File: src/rtl/clk_div_bank.sv
// clk_div_bank
//   Bank of NUM_CH independent programmable clock dividers. Each channel
//   counts system clocks and toggles its clk_out every D cycles, giving a
//   2*D-cycle output period. A one-cycle tick_out pulse marks every toggle.
//   New settings (D, start phase P, enable) go into a per-channel shadow
//   register. They move to the active set at the channel's next wrap, or at
//   once if the channel is stopped. A global sync strobe realigns all
//   channels and applies every pending shadow on the same edge.
//
// Ports
//   clk        system clock, rising edge
//   reset      synchronous, active-low reset
//   cfg_we     one-cycle write strobe for the shadow of channel cfg_ch
//   cfg_ch     channel index (values >= NUM_CH are ignored)
//   cfg_div    new divide value D (0 = halted)
//   cfg_phase  new start phase P (counter preload, 0 if P >= D)
//   cfg_en     new channel enable
//   sync       one-cycle realignment strobe for all channels
//   clk_out    per-channel divided clock
//   tick_out   per-channel one-cycle pulse on each clk_out toggle
//   cfg_pend   per-channel flag: shadow written, not yet applied
module clk_div_bank #(
    parameter int                NUM_CH  = 4,
    parameter int                DIV_W   = 8,
    parameter int                DEF_DIV = 10,
    parameter logic [NUM_CH-1:0] DEF_EN  = {NUM_CH{1'b1}},
    localparam int               CH_W    = (NUM_CH > 1) ? $clog2(NUM_CH) : 1
) (
    input  logic              clk,
    input  logic              reset,
    input  logic              cfg_we,
    input  logic [CH_W-1:0]   cfg_ch,
    input  logic [DIV_W-1:0]  cfg_div,
    input  logic [DIV_W-1:0]  cfg_phase,
    input  logic              cfg_en,
    input  logic              sync,
    output logic [NUM_CH-1:0] clk_out,
    output logic [NUM_CH-1:0] tick_out,
    output logic [NUM_CH-1:0] cfg_pend
);

    // Counter preload when a channel (re)starts: a phase outside the
    // period falls back to 0.
    function automatic logic [DIV_W-1:0] start_cnt(input logic [DIV_W-1:0] div,
                                                   input logic [DIV_W-1:0] phase);
        return (phase < div) ? phase : '0;
    endfunction

    for (genvar i = 0; i < NUM_CH; i++) begin : g_ch
        logic [DIV_W-1:0] act_div;
        logic [DIV_W-1:0] act_phase;
        logic             act_en;
        logic [DIV_W-1:0] sh_div;
        logic [DIV_W-1:0] sh_phase;
        logic             sh_en;
        logic             pend;
        logic [DIV_W-1:0] cnt;
        logic             clk_q;
        logic             tick_q;

        logic             wr;
        logic             running;
        logic             wrap;
        logic             xfer;
        logic             sync_take;
        logic [DIV_W-1:0] sync_div;
        logic [DIV_W-1:0] sync_phase;
        logic             sync_en;

        always_comb begin
            wr        = cfg_we && (cfg_ch == CH_W'(i));
            running   = act_en && (act_div != '0);
            wrap      = running && (cnt == act_div - DIV_W'(1));
            // A stopped channel has no wrap to wait for, so it takes the
            // shadow on the first edge after the write.
            xfer      = pend && (wrap || !running);
            // On sync, a write in the same cycle is already visible, so the
            // channel restarts directly with the freshly written values.
            sync_take  = wr || pend;
            sync_div   = act_div;
            sync_phase = act_phase;
            sync_en    = act_en;
            if (sync_take) begin
                sync_div   = wr ? cfg_div   : sh_div;
                sync_phase = wr ? cfg_phase : sh_phase;
                sync_en    = wr ? cfg_en    : sh_en;
            end
        end

        always_ff @(posedge clk) begin
            if (!reset) begin
                act_div   <= DIV_W'(DEF_DIV);
                act_phase <= '0;
                act_en    <= DEF_EN[i];
                sh_div    <= DIV_W'(DEF_DIV);
                sh_phase  <= '0;
                sh_en     <= DEF_EN[i];
                pend      <= 1'b0;
                cnt       <= '0;
                clk_q     <= 1'b0;
                tick_q    <= 1'b0;
            end else if (sync) begin
                if (wr) begin
                    sh_div   <= cfg_div;
                    sh_phase <= cfg_phase;
                    sh_en    <= cfg_en;
                end
                act_div   <= sync_div;
                act_phase <= sync_phase;
                act_en    <= sync_en;
                pend      <= 1'b0;
                cnt       <= sync_en ? start_cnt(sync_div, sync_phase) : '0;
                clk_q     <= 1'b0;
                tick_q    <= 1'b0;
            end else begin
                if (wr) begin
                    sh_div   <= cfg_div;
                    sh_phase <= cfg_phase;
                    sh_en    <= cfg_en;
                end
                // A write landing on the transfer edge stays pending: the
                // old shadow is applied now, the new one at the next wrap.
                pend <= wr || (pend && !xfer);

                if (wrap) begin
                    cnt    <= '0;
                    clk_q  <= ~clk_q;
                    tick_q <= 1'b1;
                end else if (running) begin
                    cnt    <= cnt + DIV_W'(1);
                    tick_q <= 1'b0;
                end else if (!act_en) begin
                    cnt    <= '0;
                    clk_q  <= 1'b0;
                    tick_q <= 1'b0;
                end else begin
                    // Halted (D == 0): counter and clock frozen.
                    tick_q <= 1'b0;
                end

                // Transfer overrides the counter update above; clk_out keeps
                // its level unless the new setting disables the channel.
                if (xfer) begin
                    act_div   <= sh_div;
                    act_phase <= sh_phase;
                    act_en    <= sh_en;
                    if (sh_en) begin
                        cnt <= start_cnt(sh_div, sh_phase);
                    end else begin
                        cnt   <= '0;
                        clk_q <= 1'b0;
                    end
                end
            end
        end

        assign clk_out[i]  = clk_q;
        assign tick_out[i] = tick_q;
        assign cfg_pend[i] = pend;
    end

endmodule

File: config.mk
export PLATFORM = sky130hd
export DESIGN_NAME = clk_div_bank
export DESIGN_NICKNAME = d
export VERILOG_FILES = /design/src/rtl/clk_div_bank.sv
export SDC_FILE = /design/constraint.sdc
export NUM_CORES = 1
export LEC_CHECK = 0
export ABC_AREA = 1
export BUFFER_PORTS_ARGS = -buffer_cell sky130_fd_sc_hd__buf_2
export CAP_MARGIN = 20
export CELL_PAD_IN_SITES_DETAIL_PLACEMENT = 2
export CELL_PAD_IN_SITES_GLOBAL_PLACEMENT = 2
export CORE_MARGIN = 5
export CORE_UTILIZATION = 36
export CTS_BUF_LIST = sky130_fd_sc_hd__clkbuf_4 sky130_fd_sc_hd__clkbuf_8
export DETAILED_ROUTE_END_ITERATION = 12
export GPL_TIMING_DRIVEN = 0
export MAX_ROUTING_LAYER = met4
export PLACE_DENSITY_LB_ADDON = 0.1
export SLEW_MARGIN = 30
export SYNTH_ARGS = -nofsm -noshare
export SYNTH_HDL_FRONTEND = slang
export SYNTH_SLANG_ARGS = --single-unit
File: constraint.sdc
create_clock -name clk -period 3.1 [get_ports clk]
set_input_delay 0 -clock clk [delete_from_list [all_inputs] [get_ports clk]]
set_output_delay 0 -clock clk [all_outputs]
set_load 0.05 [all_outputs]
==> flow_summary.toml, run 1 <==
[synth]
avgSynthCellArea_um2 = 6.19
yosysWarnings = 0
ys_types = 40
yosys-top-cells-area = "dfxtp_1, nand2_1, o21ai_0"
synthTopCellsByCount = "nand2_1, nor2_1, o21ai_0"
syn_nets = 2050
yosysMostFrequentCell = "nand2_1"
synth-seq-cells = 180
synth_top_cell_area_share_pct = 29.7
syn-instance-count = 1963
synthArstFlopShare_pct = 0
seq_area_frac_synth_pct = 29.7
synth.largest_area_cell = "dfxtp_1"
synth_ff_type = "dfxtp_1"
synth_edf_count = 0
syn_area_mm2 = 0.0122

[sta]
holdWs_ns = 0.120
fin_crit_ns = 3.03
finalSetupTns_ns = 0
clock.fmax_mhz = 330
finalSetupViolations = 0
slew-limit-headroom_pct = 24.5
drv_slew = 0
grt_setup_unrepaired = "true"
tightest_slew_ns = 1.13
finClkSkew_ns = 0.0256
finalCritPeriodShare_pct = 97.6
finalHoldViolCount = 0

[layout]
fin_cells = 2496
nets = 2122
area.growth.synth_to_final_pct = 11.6
drive_gt1_share_pct = 7.43
final_util_pct = 40.6

[power_and_ir_drop]
ir_worst_vdd_uv = 218
p_per_area_mw_per_mm2 = 418
p_leak_nw = 6.42

[global_route]
grt_util_all_layers_pct = 30.2
grt_pass1_vias = 14900
grt_max_degree = 17
antenna_found_initial = 6
grt_pass1_wl_um = 85900
overflow = 0

[worst_setup_path]
worstPathMaxFanout = 10
critical_path_required_ns = 3.56
worstSetupEndpointType = "register"
worst_ep_arrival_time_ns = 3.48
start_kind = "register"
critical_path_class = "register to register"

[floorplan]
die_x_um = 194
ios = 35
die_h_um = 194
die-area_mm2 = 0.0375
rows = 67
initial_core_util_pct = 36.3
coreArea_mm2 = 0.0334

[detailed_routing]
via_per_inst = 5.57
ant_nets = 0
routedWlPerCell_um = 22.7
drc_errors = 0
dr.pass1.iters = 6
drt_wl_total_um = 56700
drt_iter0_drc = 695
via_count = 13900

[flow_run]
maxCapViolations = 0

[placed_design]
hpwl_um = 43100
place_inst = 2443
gp_congestion = 0.897
portBuffers = 32

[cts]
postCtsSetupBuffers = 0
h-tree-depth = 4
tritoncts = "yes"
numCtsBuffers = 17
root_buffer = "clkbuf_8"
clock_latency_ns = 0.53
ctsLongestPathBuffers = 2
clock-sinks = 180
path_clk_slew_ns = 0.11

[status]
status = "complete, no violations"

[worst_hold_path]
holdCritPathClass = "input port to register"
layer usage:
layer  wire length [um]  track usage, %  vias to the layer above
met5                  0               -                        -
met4               1730            9.47                        0
met3               2610            4.36                       99
met2              27300            51.4                      335
met1              25000            37.3                     6984
li1                   -               -                     6484
kinds of logic after synthesis:
group,after synthesis,share of synthesized area [%]
AO/OA/AOI/OAI,329,14.3
XOR/XNOR,24,1.73
adder cells (fa/ha/maj),64,6.59
buffers and inverters,293,10.3
flip-flops,180,29.7
multiplexers,12,0.988
AND/OR/NAND/NOR,1061,36.5
repair_timing:
action                     4_1_cts  5_1_grt
hold endpoints to repair        55        0
pin swaps                        0        1
hold buffers                    22        0
setup endpoints to repair       24       28
resized for setup                6       16
path summary, 6_finish.rpt:
kind | slack, ns | start | cells past startpoint | end
max reg2reg | 0.07 | g_ch[3].pend | 15 | g_ch[3].cnt[0]
min reg2reg | 0.47 | g_ch[0].act_phase[3] | 2 | g_ch[0].act_phase[3]
min | 0.12 | reset | 5 | g_ch[2].clk_q
max | 0.07 | g_ch[3].pend | 15 | g_ch[3].cnt[0]
power by group:
group / leakage [nW] / switching [mW] / internal, mW / total (mW)
Clock: 0.198 / 0.992 / 0.835 / 1.83
Combinational: 4.75 / 0.926 / 0.388 / 1.31
Sequential: 1.47 / 0.120 / 2.41 / 2.53
critical path, stage by stage, from the launching register on:
cell and delay (ns):
dfxtp_1 0.32, clkbuf_4 0.20, inv_1 0.15, nand2_1 0.09, inv_1 0.20, buf_2 0.27, nand2_1 0.10, o21ai_0 0.21
ha_1 0.35, a21oi_1 0.14, nor2_1 0.08, a211oi_4 0.32, nand2_1 0.18, nor2_1 0.16, nor2_1 0.08, nor2_1 0.11
flip-flops by register name, indices dropped and copies added (netlist names):
| register | count |
|---|---|
| g_ch.sh_div | 32 |
| g_ch.act_phase | 32 |
| g_ch.clk_q | 4 |
| g_ch.sh_phase | 32 |
| g_ch.sh_en | 4 |
| g_ch.tick_q | 4 |
| g_ch.pend | 4 |
| g_ch.act_div | 32 |
| g_ch.cnt | 32 |
| g_ch.act_en | 4 |
layout by cell type, fill, tap and decap left out, types with 2 or more instances in the layout:
cell type and instances:
bufinv_16 3, a31oi_1 12, nand3_1 158, or2_2 5, nand4_1 33, inv_1 191, dfxtp_1 180, inv_2 4
ha_1 64, nand2_2 9, nand2_1 522, buf_4 25, nor2_1 291, mux2i_1 12, nand2_4 6, and3_1 2
xnor2_1 10, clkbuf_4 8, buf_2 45, clkinv_2 2, a211oi_4 4, nand3b_1 3, o21ai_0 218, nor2_2 8
clkinvlp_4 3, o21ai_1 16, nand3_2 2, buf_6 3, o211ai_1 14, clkbuf_1 40, a211oi_1 4, clkbuf_8 18
xor2_1 14, dlygate4sd3_1 22, buf_1 8, nor3_1 20, a21oi_1 55, diode_2 2
through the flow:
step                worst slack (ns)  instance area, um^2  power, mW
global placement              -0.174                12900       3.75
detailed placement            -0.335                12900       3.82
finish                        0.0733                13600       5.68
CTS                           0.0109                13500       5.65
floorplan                      0.592                12200       3.34
global route                 -0.0339                13600       5.91
cell type report:
cell class	instances	area, um^2
clock buffers	21	270
inverters	196	738
clock inverters	9	131
flip-flops and latches	180	3600
multi-input cells	1490	7350
fillers	4167	19900
plain buffers	96	524
diodes	2	5.00
well taps	448	561
repair buffers	54	380
Power figures use the tool's default switching activity.
==> run 2, diff against run 1 <==
--- a/config.mk
+++ b/config.mk
@@ -8,10 +8,10 @@
 export ABC_AREA = 1
 export BUFFER_PORTS_ARGS = -buffer_cell sky130_fd_sc_hd__buf_2
 export CAP_MARGIN = 20
-export CELL_PAD_IN_SITES_DETAIL_PLACEMENT = 2
-export CELL_PAD_IN_SITES_GLOBAL_PLACEMENT = 2
+export CELL_PAD_IN_SITES_DETAIL_PLACEMENT = 1
+export CELL_PAD_IN_SITES_GLOBAL_PLACEMENT = 1
 export CORE_MARGIN = 5
-export CORE_UTILIZATION = 36
+export CORE_UTILIZATION = 46
 export CTS_BUF_LIST = sky130_fd_sc_hd__clkbuf_4 sky130_fd_sc_hd__clkbuf_8
 export DETAILED_ROUTE_END_ITERATION = 12
 export GPL_TIMING_DRIVEN = 0
==> run 2 against run 1 <==
  * Setup slack gained 0.082 ns
  * Die area shrank 21%
  * Combinational power shrank 5%
  * Via count shrank 1.8%
  * Global-route usage grew 2.6 points
  * Clock power shrank 9%
  * Critical path depth grew 3
  * Register-to-register slack gained 0.13 ns
  * Clock-buffer cell count shrank 3
  * Clock skew is essentially flat
  * Worst hold slack lost 0.11 ns
  * First-iteration DRC count grew 35%
  * Largest power group unchanged
==> flow_summary.toml, run 2 (synthesis gave the netlist of run 1 again) <==
[power_and_ir_drop]
p_per_area_mw_per_mm2 = 408
ir_worst_vdd_uv = 221
p_leak_nw = 6.38

[layout]
final_cell_mix = "nand2_1, nor2_1, o21ai_0, inv_1, dfxtp_1"
final_common_cell = "nand2_1"
drive_gt1_share_pct = 7.59
nets = 2117
area.growth.synth_to_final_pct = 9.85
final_util_pct = 51.2

[worst_setup_path]
critPathMaxStageDelay_ns = 0.54
r2r_cells = 16
slowest_stage = "dlygate4sd3_1"
path_delay_family = "buffers and inverters"
worstSetupEndpointType = "register"
critical_path_class = "input port to register"
r2r_slack_ns = 0.20
crit_end = "g_ch[1].cnt[4]"
timing.rr.start = "g_ch[3].pend"
critical_path_required_ns = 3.54
cp_num_cells = 18
cp_common_cell = "nor2_1"
start_kind = "input port"
rr_endpoint = "g_ch[3].cnt[1]"
cp_num_buf_inv = 5
cp_cell_sequence = "dlygate4sd3_1, buf_4, nand3_1, buf_4, buf_4, buf_2, nand2_1, o21ai_0, nand2_1, o21ai_0, ha_1, a21oi_1, nor2_1, a211oi_2, nand2_1, nor2_1, nor2_1, nor2_1"
worst_ep_arrival_time_ns = 3.39
worstPathMaxFanout = 10
critPathLaunch = "cfg_we"

[placed_design]
portBuffers = 32
gp_congestion = 0.942
hpwl_um = 37300

[floorplan]
die_h_um = 173
rows = 59
die-area_mm2 = 0.0298
die_x_um = 173
coreArea_mm2 = 0.0261
ios = 35
initial_core_util_pct = 46.6

[cts]
h-tree-depth = 4
root_buffer = "clkbuf_8"
clock_latency_ns = 0.50
ctsLongestPathBuffers = 2
tritoncts = "yes"
clock-sinks = 180
path_clk_slew_ns = 0.12
numCtsBuffers = 17

[sta]
tightest_slew_ns = 1.00
clock.fmax_mhz = 340
finalCritPeriodShare_pct = 95.0
drv_slew = 0
slew-limit-headroom_pct = 33.3
holdWs_ns = 0.0147
fin_crit_ns = 2.94
finalHoldViolCount = 0
grt_setup_unrepaired = "false"
finClkSkew_ns = 0.0253
finalSetupViolations = 0

[global_route]
grt_pass1_vias = 13900
grt_pass1_wl_um = 76700
overflow = 0
grt_util_all_layers_pct = 32.8
grt_max_degree = 19
antenna_found_initial = 4

[detailed_routing]
ant_nets = 0
dr.pass1.iters = 5
drt_iter0_drc = 940
drt_wl_total_um = 49000
routedWlPerCell_um = 20.6
via_count = 13700
drc_errors = 0
via_per_inst = 5.72

[worst_hold_path]
holdCritPathClass = "input port to register"

[status]
status = "complete, no violations"

[flow_run]
maxCapViolations = 0
[run 2: changes by cell type in the layout (fill, tap and decap cells not counted), moves of 2 or more]
| cell | change |
|---|---|
| bufinv_16 | -3 |
| diode_2 | +5 |
| buf_4 | +2 |
| o21ai_1 | -3 |
| inv_6 | +5 |
| clkbuf_4 | -5 |
| clkinv_4 | +3 |
| clkinvlp_4 | -2 |
| o21ai_0 | +3 |
| clkinv_2 | -2 |
| dlygate4sd3_1 | -6 |
| buf_2 | +2 |
| inv_8 | +3 |
[run 2: tightest hold or removal path: cells and delay by family]
kind            cells  cell delay [ns]
compound gates      1             0.25
simple gates        1             0.05
buf+inv             1             0.19
[run 2: worst min path at each step]
| stage | start | endpoint | slack, ns | cells after the start |
|---|---|---|---|---|
| floorplan | cfg_phase[1] | g_ch[1].sh_phase[1] | 0.16 | 2 |
| global placement | cfg_en | g_ch[0].sh_en | 0.33 | 3 |
| detailed placement | cfg_en | g_ch[0].sh_en | 0.33 | 3 |
| CTS | cfg_div[6] | g_ch[3].sh_div[6] | 0.003 | 3 |
| global route | cfg_div[7] | g_ch[2].sh_div[7] | 0.04 | 3 |
| finish | cfg_div[6] | g_ch[3].sh_div[6] | 0.01 | 3 |
[run 2: final cells by class]
type,count,area (um^2)
Tap cell,335,419
Clock buffer,18,248
Antenna cell,7,17.5
Sequential cell,180,3600
Timing Repair Buffer,49,328
Buffer,96,515
Fill cell,3662,12700
Clock inverter,14,136
Multi-Input combinational cell,1490,7340
Inverter,196,738
[run 2: what timing repair did]
action / CTS / global route
hold buffers: 16 / 0
pin swaps: 0 / 1
setup buffers: 0 / 1
endpoints found under the hold margin: 32 / 0
resized for setup: 5 / 9
setup endpoints to repair: 20 / 32
[run 2: where the power goes]
part | total, mW | leakage (nW) | switching [mW] | internal, mW
Sequential | 2.53 | 1.47 | 0.114 | 2.42
Clock | 1.67 | 0.194 | 1.05 | 0.617
Combinational | 1.25 | 4.72 | 0.871 | 0.380
[run 2: metal layers]
layer,part of all wire (%),vias to the layer above,global-route usage (%)
met1,43,6537,40.4
met5,0,-,-
met2,46,498,53.4
met3,7.2,119,6.24
met4,3.9,0,12.6
li1,-,6498,-
[run 2: metrics by stage]
stage                     instance area, um^2  power (mW)  TNS [ns]  std cells  setup WS [ns]
after floorplan                         12200        3.34         0       1963          0.592
after global placement                  12700        3.71     -2.07       2330         -0.269
after detailed placement                12700        3.75     -3.47       2330         -0.437
after CTS                               13300        5.41         0       2378         0.0117
after global routing                    13300        5.67         0       2381         0.0112
final                                   13400        5.45         0       2385          0.156
